$ cat config.mk
export PLATFORM = sky130hd
export DESIGN_NAME = serial_subtractor
export DESIGN_NICKNAME = d
export VERILOG_FILES = /design/src/rtl/serial_subtractor_pkg.sv /design/src/rtl/serial_subtractor_full_subtractor.sv /design/src/rtl/serial_subtractor.sv
export SDC_FILE = /design/constraint.sdc
export NUM_CORES = 1
export LEC_CHECK = 0
export ABC_AREA = 1
export BUFFER_PORTS_ARGS = -buffer_cell sky130_fd_sc_hd__buf_2
export CORE_MARGIN = 2
export CORE_UTILIZATION = 40
export DETAILED_ROUTE_END_ITERATION = 16
export HOLD_SLACK_MARGIN = 0.08
export PLACE_DENSITY = 0.71
export SLEW_MARGIN = 20
export SYNTH_ARGS = -nofsm -noshare
export SYNTH_HDL_FRONTEND = slang
export SYNTH_SLANG_ARGS = --single-unit
$ cat constraint.sdc
create_clock -name clk -period 1.5 [get_ports clk]
set_input_delay 0.225 -clock clk [delete_from_list [all_inputs] [get_ports clk]]
set_output_delay 0.225 -clock clk [all_outputs]
set_load 0.02 [all_outputs]
$ cat src/rtl/serial_subtractor_pkg.sv
// Shared definitions for the bit-serial subtractor.
// Holds the default operand width, the controller state encoding and the
// borrow equation used by the per-bit cell.
package serial_subtractor_pkg;

  localparam int DEFAULT_WIDTH = 8;

  typedef enum logic [1:0] {
    IDLE = 2'd0,
    RUN  = 2'd1,
    DONE = 2'd2
  } state_t;

  // Borrow out of a one-bit subtraction a - b - bin.
  function automatic logic borrow_next(input logic a, input logic b, input logic bin);
    return (~a & b) | (~(a ^ b) & bin);
  endfunction

endpackage

$ cat src/rtl/serial_subtractor_full_subtractor.sv
// One-bit full subtractor: d = a - b - bin, bout = borrow out.
// Ports:
//   a, b  : operand bits
//   bin   : borrow in from the previous (less significant) bit
//   d     : difference bit
//   bout  : borrow out to the next bit
module full_subtractor
  import serial_subtractor_pkg::*;
(
  input  logic a,
  input  logic b,
  input  logic bin,
  output logic d,
  output logic bout
);

  assign d    = a ^ b ^ bin;
  assign bout = borrow_next(a, b, bin);

endmodule

$ cat src/rtl/serial_subtractor.sv
// Bit-serial unsigned subtractor computing a - b, one bit per clock, LSB first.
// Ports:
//   clk   : clock, all state changes on the rising edge
//   rst   : synchronous active-high reset
//   start : begin a subtraction (only honoured while idle)
//   a, b  : minuend / subtrahend, captured when start is accepted
//   busy  : operation in progress
//   done  : one-cycle pulse, diff/bout valid
//   diff  : a - b modulo 2^WIDTH, held until the next result
//   bout  : final borrow (1 when a < b)
// All outputs come straight from flops. done and busy are registered from the
// controller state, so they trail the state by one cycle: start accepted at
// edge k gives done in the cycle after edge k+WIDTH+1, and a new start can be
// accepted in that same cycle.
module serial_subtractor
  import serial_subtractor_pkg::*;
#(
  parameter int WIDTH = DEFAULT_WIDTH
) (
  input  logic             clk,
  input  logic             rst,
  input  logic             start,
  input  logic [WIDTH-1:0] a,
  input  logic [WIDTH-1:0] b,
  output logic             busy,
  output logic             done,
  output logic [WIDTH-1:0] diff,
  output logic             bout
);

  localparam int             CW   = $clog2(WIDTH + 1);
  localparam logic [CW-1:0]  LAST = CW'(WIDTH - 1);

  state_t           state_r;
  state_t           state_s;
  logic [WIDTH-1:0] a_sr_r;
  logic [WIDTH-1:0] b_sr_r;
  logic [WIDTH-1:0] part_r;
  logic             br_r;
  logic [CW-1:0]    cnt_r;
  logic             busy_r;
  logic             done_r;
  logic [WIDTH-1:0] diff_r;
  logic             bout_r;
  logic             d_s;
  logic             bo_s;

  full_subtractor u_fs (
    .a    (a_sr_r[0]),
    .b    (b_sr_r[0]),
    .bin  (br_r),
    .d    (d_s),
    .bout (bo_s)
  );

  // Controller next-state logic.
  always_comb begin
    state_s = state_r;
    case (state_r)
      IDLE: begin
        if (start) begin
          state_s = RUN;
        end else begin
          state_s = IDLE;
        end
      end
      RUN: begin
        // The last bit is processed on the edge that leaves RUN.
        if (cnt_r == LAST) begin
          state_s = DONE;
        end else begin
          state_s = RUN;
        end
      end
      DONE:    state_s = IDLE;
      default: state_s = IDLE;
    endcase
  end

  // Controller state register.
  always_ff @(posedge clk) begin
    if (rst) begin
      state_r <= IDLE;
    end else begin
      state_r <= state_s;
    end
  end

  // Operand shifting, borrow chain, bit counter and result capture.
  always_ff @(posedge clk) begin
    if (rst) begin
      a_sr_r <= '0;
      b_sr_r <= '0;
      part_r <= '0;
      br_r   <= 1'b0;
      cnt_r  <= '0;
      diff_r <= '0;
      bout_r <= 1'b0;
    end else begin
      case (state_r)
        IDLE: begin
          if (start) begin
            a_sr_r <= a;
            b_sr_r <= b;
            br_r   <= 1'b0;
            cnt_r  <= '0;
          end
        end
        RUN: begin
          a_sr_r <= {1'b0, a_sr_r[WIDTH-1:1]};
          b_sr_r <= {1'b0, b_sr_r[WIDTH-1:1]};
          part_r <= {d_s, part_r[WIDTH-1:1]};
          br_r   <= bo_s;
          if (cnt_r == LAST) begin
            // Include the bit being produced this cycle in the result.
            diff_r <= {d_s, part_r[WIDTH-1:1]};
            bout_r <= bo_s;
          end else begin
            cnt_r  <= cnt_r + CW'(1);
          end
        end
        default: begin
          a_sr_r <= a_sr_r;
        end
      endcase
    end
  end

  // Status flags, registered from the current state.
  always_ff @(posedge clk) begin
    if (rst) begin
      busy_r <= 1'b0;
      done_r <= 1'b0;
    end else begin
      busy_r <= (state_r != IDLE);
      done_r <= (state_r == DONE);
    end
  end

  assign busy = busy_r;
  assign done = done_r;
  assign diff = diff_r;
  assign bout = bout_r;

endmodule

==> results by group <==
Job
  – Max_cap viols: 0

Clock network
  – Root Driver: clkbuf_8
  – Htree depth: 2
  – Reg clk slew, reported paths: 0.08 ns
  – CTS resizes: 0
  – Worst-Skew Late Latency: 0.29 ns
  – CTS hold repair buffers: 0
  – Total CTS buffers: 5
  – Setup repair bufs after CTS: 0
  – Clk sinks: 41
  – CTS tree: done
  – Clk buf depth: 2

Synthesis
  – Post-Syn Instances: 227
  – Sequential fraction of the synthesis area: 45.9%
  – Top post-synthesis cells by area: dfxtp_1, nand3_1, inv_1, nand2_1, nor2_1
  – Mean Syn Cell Area: 7.87 sq um
  – Syn nets: 248
  – Largest area contributor in the netlist: dfxtp_1
  – Synth top area share: 45.9%
  – Yosys cell types: 27
  – Synth Cell Area: 1790 sq um
  – Number of synthesized register bits: 41
  – Synth Warn #: 0

Power and ir drop
  – Comb pwr share: 10.6%
  – Switching Share: 24.0%
  – Power share of the clock group: 37.6%
  – Power Internal: 1.71 mW
  – Leakage power: 0.952 nW
  – Worst vdd ir: 0.550 mV
  – Total chip power: 2.25 mW
  – P_sw: 0.541 mW
  – Sequential share of power: 51.8%
  – Power per Cell Area: 1100 nW/um^2

Floorplan
  – IO Pins: 30
  – Die X: 70.8 um
  – Die Area: 5020 sq um
  – Row count: 24
  – Core Region: 4320 sq um
  – Starting Density: 41.3%
  – Die height: 70.8 um

Setup path
  – CP arrival: 1.54 ns
  – CP delay by family, top: simple AND/OR/NAND/NOR gates
  – Crit end category: flop
  – CP cell instances: ha_1 -> nand2_1 -> nor2_4 -> nand2_4 -> clkinv_2 -> nand2_4 -> o21ai_2
  – CP Buf/Inv Count: 1
  – Crit path top cell by count: nand2_4
  – Crit path max-delay cell type: dfxtp_1
  – Largest stage delay, worst path: 0.39 ns
  – Startpoint Class: flop
  – CP Data Required Time: 1.73 ns
  – CP max FO: 10
  – Critical path class: reg2reg

Routing
  – DRC: 0
  – Post-DR vias/cell: 4.80
  – First-pass DRT Iterations: 4
  – Final WL: 3420 um
  – Routed WL per cell: 11.1 um
  – Via count: 1482
  – Final ANT Viol Nets: 0
  – Starting DRT DRC Count: 94

Cells and area
  – Final nets: 278
  – Final instance area: 2050 sq um
  – Final Non-Filler Cells: 309
  – Most common cell after layout, fill and taps aside: dfxtp_1
  – Antenna fix cells: 0
  – Commonest cells after routing, fill and taps aside: dfxtp_1, inv_1, nand2_1, buf_2, nor2_1
  – Area growth syn-to-layout: 14.8%
  – Layout cell share with drive strength beyond 1: 24.9%

GRT
  – First-pass GRT wire length: 6000 um
  – Antenna violations before repair: 0
  – Vias in the first global route: 1407
  – Gr usage total: 14.9%
  – Total congestion overflow: 0
  – Largest net degree at the start of global routing: 26

Placed design
  – GPL Wtd Cong: 0.850
  – Port Buffer Count: 29
  – Placed cell areas: 1950 sq um
  – Hpwl dp: 2430 um
  – Placed cells: 302

STA
  – Worst-Margin Slew: 0.403 ns
  – Clk_skew: 0.00690 ns
  – Final Hold Fails: 0
  – Final Max Slew Viols: 0
  – Fmax achieved: 0.762 GHz
  – # setup viols final: 0
  – Period minus WS final: 1.31 ns
  – Unrepaired setup endpoints after global routing: false
  – Slew HR: 73.1%
  – Final setup TNS: 0 ns
  – Fin crit share: 87.5%

Hold path
  – Worst Hold Class: in2reg

Status
  – Status: complete, no violations
==> per-layer routing <==
layer / wire length, um / part of all wire [%] / global-route usage, %
met5: 0 / 0 / 0
met4: 38 / 1.1 / 5.45
met3: 137 / 4.0 / 3.99
met2: 1540 / 45 / 23.8
met1: 1700 / 50 / 19.4
==> worst paths after layout <==
path | start | end | slack, ns | depth (start not counted)
worst max-delay path | cnt_r[0] | diff[1] | 0.19 | 7
worst max register to register | cnt_r[0] | diff[1] | 0.19 | 7
worst min register to register | br_r | br_r | 0.48 | 2
worst min-delay path | b[7] | b_sr_r[7] | 0.19 | 3
==> synthesized netlist by cell type, drive strengths merged <==
| library cell | n |
|---|---|
| a21oi | 17 |
| fa | 1 |
| nand2 | 35 |
| a211oi | 1 |
| dfxtp | 41 |
| or2 | 1 |
| inv | 33 |
| nand4 | 2 |
| nor3 | 1 |
| buf | 9 |
| ha | 1 |
| nand3 | 24 |
| o21ai | 30 |
| clkinv | 1 |
| o21bai | 1 |
| nor2 | 29 |
==> final cells by class <==
class                      instances  area, sq um
tap                               52         65.1
inverter                          34          134
clock buffer                       5         68.8
sequential                        41          821
timing repair buffer              32          168
multi-input combinational        143          759
clock inverter                     2         35.0
fill                             451         2270
==> kinds of logic after synthesis <==
logic type      synth area share (%)
buf+inv                         11.6
compound gates                  16.4
simple gates                    24.3
flops                           45.9
fa+ha+maj                       1.82
==> state kept, by name, summed over array words and instances, names as in the netlist <==
name / count
br_r: 1
bout: 1
busy: 1
part_r: 7
done: 1
diff: 8
a_sr_r: 8
b_sr_r: 8
state_r: 2
cnt_r: 4
==> tightest hold or removal path, stage by stage <==
cell,delay [ns]
buf_2,0.10
nand2_1,0.05
a21oi_1,0.05
==> through the flow <==
stage                     utilization, %  worst slack, ns  hold WS [ns]
final                               47.4            0.188         0.190
after global routing                47.4           0.0645         0.203
after CTS                           47.4            0.171         0.186
after detailed placement            45.0            0.194         0.476
after global placement              45.0            0.248         0.467
after floorplan                        -            0.339         0.368
==> power groups by stage <==
stage          Combinational [mW]  Sequential [mW]  Clock [mW]
3_5_place_dp                0.239             1.19           0
3_3_place_gp                0.236             1.19           0
6_report                    0.238             1.17       0.847
5_1_grt                     0.273             1.17       0.922
4_1_cts                     0.241             1.17       0.868
2_1_floorplan               0.185             1.19           0
Power figures use the tool's default switching activity.
